File: src/rtl/cpuy_pkg.sv
// Shared cpuy types: interrupt controller state, source indices and default vector map.
// Pure declarations; no logic, no latency.
package cpuy_pkg;

  typedef enum logic [1:0] {
    IDLE    = 2'd0,
    REQUEST = 2'd1,
    SERVICE = 2'd2
  } state_t;

  localparam int SRC_EXT = 0;
  localparam int SRC_T0  = 1;
  localparam int SRC_T1  = 2;

  localparam int         NUM_SRC_DEF    = 3;
  localparam int         ADDR_W_DEF     = 10;
  localparam logic [9:0] VEC_BASE_DEF   = 10'h010;
  localparam logic [9:0] VEC_STRIDE_DEF = 10'h010;

endpackage

File: src/rtl/int_prio_enc.sv
// Fixed-priority encoder: lowest set index wins. Purely combinational, zero latency,
// no backpressure; o_vld is low and o_idx is zero when nothing is requesting.
module int_prio_enc #(
  parameter int N     = 3,
  parameter int IDX_W = 2
) (
  input  logic [N-1:0]     i_req,
  output logic [IDX_W-1:0] o_idx,
  output logic             o_vld
);

  always_comb begin
    o_idx = '0;
    o_vld = 1'b0;
    // Walk from high to low so the lowest set index is the last one written.
    for (int i = N - 1; i >= 0; i--) begin
      if (i_req[i]) begin
        o_idx = IDX_W'(i);
        o_vld = 1'b1;
      end
    end
  end

endmodule

File: src/rtl/int_ctrl.sv
// Prioritised interrupt controller: latch, mask, arbitrate, and run IRQ/ACK/EOI with the core.
// irq is registered (1 cycle after eligibility); the core paces it via irq_ack and eoi, no nesting.
module int_ctrl
  import cpuy_pkg::*;
#(
  parameter int                NUM_SRC    = NUM_SRC_DEF,
  parameter int                ADDR_W     = ADDR_W_DEF,
  parameter logic [ADDR_W-1:0] VEC_BASE   = ADDR_W'(VEC_BASE_DEF),
  parameter logic [ADDR_W-1:0] VEC_STRIDE = ADDR_W'(VEC_STRIDE_DEF)
) (
  input  logic               clk,
  input  logic               rst,
  input  logic [NUM_SRC-1:0] src_req,
  input  logic [NUM_SRC-1:0] src_edge,
  input  logic               gie,
  input  logic [NUM_SRC-1:0] src_ie,
  output logic               irq,
  output logic [ADDR_W-1:0]  vector,
  input  logic               irq_ack,
  input  logic               eoi,
  output logic [NUM_SRC-1:0] src_ack,
  output logic               in_service,
  output logic [NUM_SRC-1:0] pending
);

  localparam int IDX_W = (NUM_SRC > 1) ? $clog2(NUM_SRC) : 1;

  state_t               r_state;
  logic [IDX_W-1:0]     r_cur_src;
  logic                 r_irq;
  logic [ADDR_W-1:0]    r_vector;
  logic [NUM_SRC-1:0]   r_src_ack;
  logic                 r_in_service;
  logic [NUM_SRC-1:0]   r_prev;
  logic [NUM_SRC-1:0]   r_pending;

  logic [NUM_SRC-1:0]   w_set;
  logic [NUM_SRC-1:0]   w_clr;
  logic [NUM_SRC-1:0]   w_pend_nxt;
  logic [NUM_SRC-1:0]   w_elig;
  logic [IDX_W-1:0]     w_win_idx;
  logic                 w_win_vld;
  logic                 w_ack_fire;
  logic [ADDR_W-1:0]    w_vec;

  assign w_ack_fire = (r_state == REQUEST) && irq_ack;
  assign w_set      = src_req & ~r_prev;
  assign w_clr      = w_ack_fire ? (NUM_SRC'(1) << r_cur_src) : '0;
  // Edge bits: a fresh edge beats the ack clear. Level bits just mirror the source.
  assign w_pend_nxt = (src_edge & (w_set | (r_pending & ~w_clr))) | (~src_edge & src_req);
  assign w_elig     = r_pending & src_ie & {NUM_SRC{gie}};
  assign w_vec      = VEC_BASE + (ADDR_W'(w_win_idx) * VEC_STRIDE);

  int_prio_enc #(
    .N     (NUM_SRC),
    .IDX_W (IDX_W)
  ) u_prio_enc (
    .i_req (w_elig),
    .o_idx (w_win_idx),
    .o_vld (w_win_vld)
  );

  always_ff @(posedge clk or posedge rst) begin
    if (rst) begin
      r_prev    <= '0;
      r_pending <= '0;
    end else begin
      r_prev    <= src_req;
      r_pending <= w_pend_nxt;
    end
  end

  always_ff @(posedge clk or posedge rst) begin
    if (rst) begin
      r_state      <= IDLE;
      r_cur_src    <= '0;
      r_irq        <= 1'b0;
      r_vector     <= VEC_BASE;
      r_src_ack    <= '0;
      r_in_service <= 1'b0;
    end else begin
      r_src_ack <= '0;
      case (r_state)
        IDLE: begin
          if (w_win_vld) begin
            r_cur_src <= w_win_idx;
            r_vector  <= w_vec;
            r_irq     <= 1'b1;
            r_state   <= REQUEST;
          end
        end
        REQUEST: begin
          // Winner stays locked here; only ack or a mask drop moves us on, ack first.
          if (irq_ack) begin
            r_irq                <= 1'b0;
            r_src_ack[r_cur_src] <= 1'b1;
            r_in_service         <= 1'b1;
            r_state              <= SERVICE;
          end else if (!gie || !src_ie[r_cur_src]) begin
            r_irq   <= 1'b0;
            r_state <= IDLE;
          end
        end
        SERVICE: begin
          if (eoi) begin
            r_in_service <= 1'b0;
            r_state      <= IDLE;
          end
        end
        default: begin
          r_irq   <= 1'b0;
          r_state <= IDLE;
        end
      endcase
    end
  end

  assign irq        = r_irq;
  assign vector     = r_vector;
  assign src_ack    = r_src_ack;
  assign in_service = r_in_service;
  assign pending    = r_pending;

endmodule

File: config.mk
export PLATFORM = sky130hd
export DESIGN_NAME = int_ctrl
export DESIGN_NICKNAME = d
export VERILOG_FILES = /design/src/rtl/cpuy_pkg.sv /design/src/rtl/int_prio_enc.sv /design/src/rtl/int_ctrl.sv
export SDC_FILE = /design/constraint.sdc
export NUM_CORES = 1
export LEC_CHECK = 0
export CORE_ASPECT_RATIO = 1.2
export CORE_MARGIN = 4
export CORE_UTILIZATION = 38
export CTS_CLUSTER_DIAMETER = 40
export DETAILED_ROUTE_END_ITERATION = 12
export PLACE_DENSITY = 0.78
export SKIP_LAST_GASP = 1
export SLEW_MARGIN = 20
export SYNTH_ARGS = -nofsm -noshare
export SYNTH_HDL_FRONTEND = slang
export SYNTH_SLANG_ARGS = --single-unit
File: constraint.sdc
create_clock -name clk -period 1.5 [get_ports clk]
set_clock_uncertainty 0.05 [all_clocks]
set_input_delay 0.375 -clock clk [delete_from_list [all_inputs] [get_ports clk]]
set_output_delay 0.375 -clock clk [all_outputs]
set_load 0.01 [all_outputs]
After elaboration in Yosys (flattened, before gate mapping)
Index checks and enable logic that the tools add are counted.

storage, ports and cells
  output and inout port bits = 18
  input bits = 14
  register bits = 25
  logic and storage cells = 66

operators by class
  shift-type cells = 1
  reductions and logical operators = 11
  multiplexer cells = 25
  bitwise gates (word level) = 12
  $lt $le $gt $ge = 2
  equality and inequality tests = 6
  add/sub/neg operators = 1

operators with widths
  operator                                                                              count
  3-bit bitwise AND                                                                     6
  2-bit 2-to-1 mux                                                                      7
  1-bit 2-to-1 mux                                                                      10
  3-bit 2-to-1 mux                                                                      3
  3-bit inverter                                                                        3
  3-bit AND reduction                                                                   3
  5-bit by 6-bit adder with 7-bit output (first input constant)                         1
  3-bit OR                                                                              2
  2-bit one-hot mux with 3 select lines                                                 1
  2-bit != test (second input constant)                                                 2
  2-bit by 3-bit less-than comparator with 1-bit output (second input constant)         1
  3-bit by 2-bit != test with 1-bit output (second input constant)                      1
  1-bit one-hot mux with 3 select lines                                                 1
  1-bit by 2-bit << shifter with 3-bit output (first input constant)                    1
  1-bit binary-select mux with 2-bit select                                             1
  1-bit demux with 2-bit select                                                         1
  2-bit by 1-bit equality test with 1-bit output (second input constant)                1
  2-bit equality test (second input constant)                                           1
  2-bit by 1-bit greater-or-equal comparator with 1-bit output (second input constant)  1
  1-bit logical AND                                                                     2
  1-bit logical NOT                                                                     2
  2-bit logical NOT                                                                     1
  2-bit by 1-bit != test with 1-bit output (second input constant)                      1
  1-bit one-hot mux with 2 select lines                                                 1
  other kinds (4)                                                                       4

Depth between registers and ports, before layout
Gate-level depths: netlist of the first run.

  word-level depth = 8
  gate-level depth with buffers = 4
  depth with buffers taken out = 4

Cells and area by module
A second synthesis of the first run with hierarchy kept.

second synthesis, totals
  cells, all modules = 75
  area total of the unflattened synthesis = 805.8 um2

by module, submodules not included
  module        times used  cells an instance  sequential area each (um2)  area an instance (um2)
  int_ctrl      1           72                 451.7                       785.8
  int_prio_enc  1           3                  0.0                         20.0

Worst setup path before layout of the first run
Ideal clock, no wire load.

  path type = reg2reg
  start = reg r_pending[0] (netlist: pending[0])
  end = reg r_vector[5] (netlist: vector[5])
  required time = 1.325 ns
  path buffers = 0
  library setup time = 0.125 ns
  data arrival time = 1.370 ns
  period minus slack after synthesis = 1.545 ns
  cell stages (with the launch flop) = 5
  path slack = -0.045 ns
  cells stage by stage = dfrtp_1 a21bo_1 nor3b_1 ha_1 mux2_2

on the way
  longest elaborated chain between the ends = 4
  elaborated cells on any way between the ends = 6
  those cells by class = add/sub: 1; mux: 2; bitwise: 2; reduce/logical: 1

RTL lines
  what                                    RTL line            RTL
  start, declared                         int_ctrl.sv:35      logic [NUM_SRC-1:0] r_pending;
  start signal, assigned                  int_ctrl.sv:69      r_pending <= w_pend_nxt;
  3-bit bitwise AND (2 in a row)          int_ctrl.sv:51      assign w_elig = r_pending & src_ie & {NUM_SRC{gie}};
  2-bit 2-to-1 mux                        int_prio_enc.sv:17  if (i_req[i]) begin
  net u_prio_enc.o_idx[1]                 int_prio_enc.sv:8   output logic [IDX_W-1:0] o_idx,
  5-bit by 6-bit adder with 7-bit output  int_ctrl.sv:52      assign w_vec = VEC_BASE + (ADDR_W'(w_win_idx) * VEC_STRIDE);
  net w_vec[5]                            int_ctrl.sv:44      logic [ADDR_W-1:0] w_vec;
  end signal, assigned                    int_ctrl.sv:87      r_vector <= w_vec;
  end, declared                           int_ctrl.sv:31      logic [ADDR_W-1:0] r_vector;

The timed path passes the listed nets, and every way through them passes these cells.
A chain may end at the register's enable or synchronous reset.

Worst setup path in the final report of the first run
Ends and elaborated chain as after synthesis.

==> run metrics, run 1 <==
outcome=finished with violations; failing checks=setup timing; worst-case clock buffer depth=2; prevailing post-synth register cell=dfrtp_1; Synth Area per Inst=10.6 sq um; via-per-instance ratio=4.66; first-pass GRT wire length=3280 um; Port Buffers=24; clk slew on worst S/H paths=100 ps; # Max-Cap Violations=0; Antenna Cells=0; die height=59.4 um; Gate Count Post-Synth=79; Leakage Power=0.000618 uW; Remaining Overflow, GRT=0; post-DP HPWL=1510 um; Mapped Area=836 sq um; Netlist cell types=27; drt first-iter violations=7; worst skew pair latency=290 ps; die area=0.00302 sq mm; routed vias=709; total power=1400 uW; most frequent cells in the layout=17 x dfrtp_1, 17 x buf_4, 13 x nand2_1; CP Launch Type=register; CTS tree=built; DR WL/cell=13.2 um; share of cells above drive strength 1=30.3%; # setup viols final=3; fin cells=152; Total GRT Usage=14.2%; largest net degree at the start of global routing=11; Required @ worst endpoint=1640 ps; vias in the first global route=768; worst setup margin=-96.3 ps; RSZ-0062 raised after global routing=true; number of synthesized register bits=18; H-tree levels=1; final hold vios=0; CTS root buf=clkbuf_4; number of cell rows=18; Starting Density=40.3%; Final #Nets=138; Period minus WS final=1600 ps; antenna violations before repair=0; TritonCTS buffer count=3; Slew Limit Fails=0; ys async rst share=100%; Routed WL=2010 um; Placed Cells=142; Die W=50.8 um; pwr dens=1110 mW/mm^2; Fmax=0.626 GHz; Final Cycle Share=106%; core area=0.00207 sq mm; total iterations of the first detailed-routing run=5; Arr. time, crit path=1730 ps; Hold/Removal Path Class=input port to asynchronous set/reset pin; clock sink count=18; CP Capture Type=register; DRC Markers=0; reg2reg path depth=5; Yosys Warn Count=0; sequential-to-total area share from yosys stat=54.0%; Layout area overhead=50.4%; IO Count=32; number of synthesized flops with an enable pin=0; Crit Path Class=register to register; critical-path maximum fanout=3; worst vdd ir=0.000722 V; Detail Route Antenna Nets=0; GPL Wtd Cong=0.777; post-place setup slack=-496 ps
==> registers in the layout (all words and copies together), names as in the netlist <==
signal / cells
pending: 3
r_prev: 3
src_ack: 3
vector: 3
r_cur_src: 2
r_state: 2
in_service: 1
irq: 1
==> where the power goes <==
group / internal, uW / leakage [uW] / switching, uW
clock: 148 / 0.0000210 / 148
sequential: 574 / 0.000222 / 77.4
combinational: 244 / 0.000375 / 211
total: 965 / 0.000618 / 436
==> critical path: stages (launching register included) <==
cell,delay (ps)
dfrtp_1,400
buf_6,130
a21bo_4,220
nor3b_4,200
ha_1,250
mux2_2,260
==> path summary, 6_finish.rpt <==
path                             from    endpoint  slack (ps)
max                        pending[0]   vector[5]        -100
min                               rst   r_prev[1]         280
max reg2reg                pending[0]   vector[5]        -100
min reg2reg                 vector[6]   vector[6]         470
max in group asynchronous         rst  r_state[1]         710
min in group clk            vector[6]   vector[6]         470
==> layer usage <==
layer  track usage (%)  routed length [um]
met3              3.78                 142
met5                 0                   0
met1              16.8                 852
met4              3.46                   8
met2              25.6                1010
==> metrics by stage <==
stage / TNS [ps] / hold slack (ps) / cell area [sq um] / util, %
6_report: -195 / 280 / 1260 / 60.7
5_1_grt: -637 / 299 / 1260 / 60.7
4_1_cts: -220 / 272 / 1230 / 59.5
3_5_place_dp: -2880 / 451 / 1170 / 56.4
3_3_place_gp: -2620 / 446 / 1170 / 56.4
2_1_floorplan: 0 / 263 / 863 / -
==> cell type report <==
type,count,area [sq um]
Fill cell,188,815
Sequential cell,18,452
Multi-Input combinational cell,53,358
Timing Repair Buffer,42,355
Tap cell,30,37.5
Clock buffer,4,36.3
Inverter,5,18.8
==> cell usage after synthesis, types with 2 or more instances <==
master   instances  area, sq um
a31o_2           2         17.5
nand2_1         14         52.6
a21oi_1          2         10.0
nor2_1           3         11.3
dfrtp_1         17          425
inv_1            5         18.8
buf_4            7         52.6
o21ai_0          7         35.0
nor4_1           3         18.8
mux2_2           2         22.5
==> cells by family after synthesis <==
kind of cell | Yosys count | synth area share [%]
multiplexers | 3 | 3.89
adder cells (fa/ha/maj) | 1 | 1.50
other | 1 | 0.449
buffers and inverters | 14 | 9.73
AND/OR/NAND/NOR | 24 | 14.5
AO/OA/AOI/OAI | 18 | 15.9
flip-flops | 18 | 54.0
==> repair_timing <==
action                                  in CTS  in global routing
endpoints found under the setup margin      14                 10
pin swaps                                    4                  4
resized for setup                           15                  8
hold buffers                                 0                  0
setup buffers                                5                  1
Note: power is estimated with default switching activity, not from simulation.
==> inputs of run 2 (changes only) <==
--- a/config.mk
+++ b/config.mk
@@ -10,6 +10,7 @@
 export CORE_UTILIZATION = 38
 export CTS_CLUSTER_DIAMETER = 40
 export DETAILED_ROUTE_END_ITERATION = 12
+export GPL_TIMING_DRIVEN = 0
 export PLACE_DENSITY = 0.78
 export SKIP_LAST_GASP = 1
 export SLEW_MARGIN = 20
==> run 2 against run 1 <==
Effect of this change:
- the flow still finishes with violations (setup timing)
- global-route usage shrank 0.37 points
- clock power grew 3%
- routed wire length fell by 10%
- final area is 0.90% lower
- power decreased by 0.74%
- sequential power down 4.1%
- count of clock-buffer cells in the layout is the same
- hold slack improved by 130 ps
- first-iteration DRC count increased by 43%
- critical path depth unchanged
- maximum frequency shrank 1.5%
- cell count shrank 0.66%
- critical path type unchanged
- highest routed layer unchanged
==> run metrics, run 2 (same netlist as run 1, synthesis figures left out) <==
CP peak stage delay=410 ps; IO Count=32; GPL Wtd Cong=0.781; Met1 Routed Length=798 um; first-pass GRT wire length=3040 um; Slew Limit Fails=0; routed vias=690; most common cell after layout, fill and taps aside=dfrtp_1; share of cells above drive strength 1=28.1%; vias in the first global route=706; failing checks=setup timing; internal reg-to-reg setup slack=-120 ps; CP startpoint=pending[0]; Die W=50.8 um; # Max-Cap Violations=0; clock sink count=18; critical-path maximum fanout=3; die area=0.00302 sq mm; drt first-iter violations=10; worst setup margin=-121 ps; Detail Route Antenna Nets=0; Crit path buffers/inverters=1; via-per-instance ratio=4.57; CP Cell Sequence=buf_6 > a21bo_4 > nor3b_4 > ha_1 > mux2_2; DR WL/cell=12.0 um; # setup viols final=1; Util after Layout=60.1%; post-DP HPWL=1290 um; CP Capture Type=register; die height=59.4 um; Crit path max-delay family=flip-flops; clk slew on worst S/H paths=110 ps; CP Launch Type=register; reg2reg path depth=5; worst vdd ir=0.000746 V; WL met3=95 um; most frequent cells in the layout=17 x dfrtp_1, 14 x buf_4, 13 x nand2_1, 13 x dlygate4sd2_1, 9 x clkdlybuf4s50_1; H-tree levels=1; Port Buffers=24; Required @ worst endpoint=1650 ps; slew margin rel.=54.7%; pwr dens=1120 mW/mm^2; Layout area overhead=49.1%; core area=0.00207 sq mm; Final #Nets=137; CTS tree=built; Starting Density=40.3%; DRC Markers=0; Final Cycle Share=108%; Worst-Margin Slew=679 ps; top layer in use=met4; Remaining Overflow, GRT=0; Leakage Power=0.000628 uW; Total GRT Usage=13.8%; Hold/Removal Path Class=input port to asynchronous set/reset pin; critical path's slowest cell=dfrtp_1; antenna violations before repair=0; Period minus WS final=1620 ps; TritonCTS buffer count=3; worst-case clock buffer depth=2; total iterations of the first detailed-routing run=4; number of cell rows=18; Fmax=0.617 GHz; RSZ-0062 raised after global routing=true; largest net degree at the start of global routing=19; Crit Path Class=register to register; outcome=finished with violations; Routed WL=1810 um; worst skew pair latency=300 ps; Hold Slack=409 ps; total power=1390 uW; reg2reg start=pending[0]; Arr. time, crit path=1770 ps; final hold vios=0; CTS root buf=clkbuf_4; metal2 WL=874 um; Antenna Cells=0; Worst R2R End=vector[5]
-- run 2: cell types whose count changed in the layout (fill, tap and decap cells not counted), sizes merged --
cell           previous run  this run
dlymetal6s2s              0         1
buf                      18        16
dlygate4sd2              11        13
clkdlybuf4s50            11         9
-- run 2: power by group --
group / total, uW / internal, uW / switching, uW
combinational: 461 / 239 / 221
sequential: 624 / 573 / 51.1
clock: 306 / 148 / 158
-- run 2: how the worst max path moves through the flow --
stage | depth (start not counted) | slack [ps] | end
3_3_place_gp | 5 | -560 | vector[5]
4_1_cts | 5 | -120 | vector[5]
6_report | 5 | -120 | vector[5]
2_1_floorplan | 4 | 20 | vector[5]
3_5_place_dp | 5 | -570 | vector[5]
5_1_grt | 5 | -180 | vector[5]
-- run 2: cell type report --
| class | count | area [sq um] |
|---|---|---|
| repair buffers | 32 | 285 |
| multi-input cells | 53 | 354 |
| plain buffers | 9 | 62.6 |
| well taps | 30 | 37.5 |
| fillers | 183 | 826 |
| inverters | 5 | 18.8 |
| flip-flops and latches | 18 | 452 |
| clock buffers | 4 | 36.3 |
-- run 2: what timing repair did --
| action | in CTS | in global routing |
|---|---|---|
| hold buffers | 0 | 0 |
| buffers inserted | 5 | 3 |
| pin swaps | 4 | 4 |
| setup endpoints to repair | 15 | 5 |
| resized for setup | 18 | 5 |
-- run 2: metal layers --
layer,track usage (%),vias up
li1,-,344
met2,23.3,24
met4,7.31,0
met1,16.1,316
met5,0,-
met3,3.78,6
-- run 2: through the flow --
| stage | std cells | setup TNS [ps] | setup WS, ps | instance area (sq um) |
|---|---|---|---|---|
| after CTS | 148 | -151 | -118 | 1220 |
| final | 151 | -121 | -121 | 1250 |
| after global placement | 139 | -2800 | -562 | 1140 |
| after floorplan | 85 | 0 | 17.0 | 863 |
| after detailed placement | 139 | -2970 | -572 | 1140 |
| after global routing | 151 | -211 | -179 | 1250 |
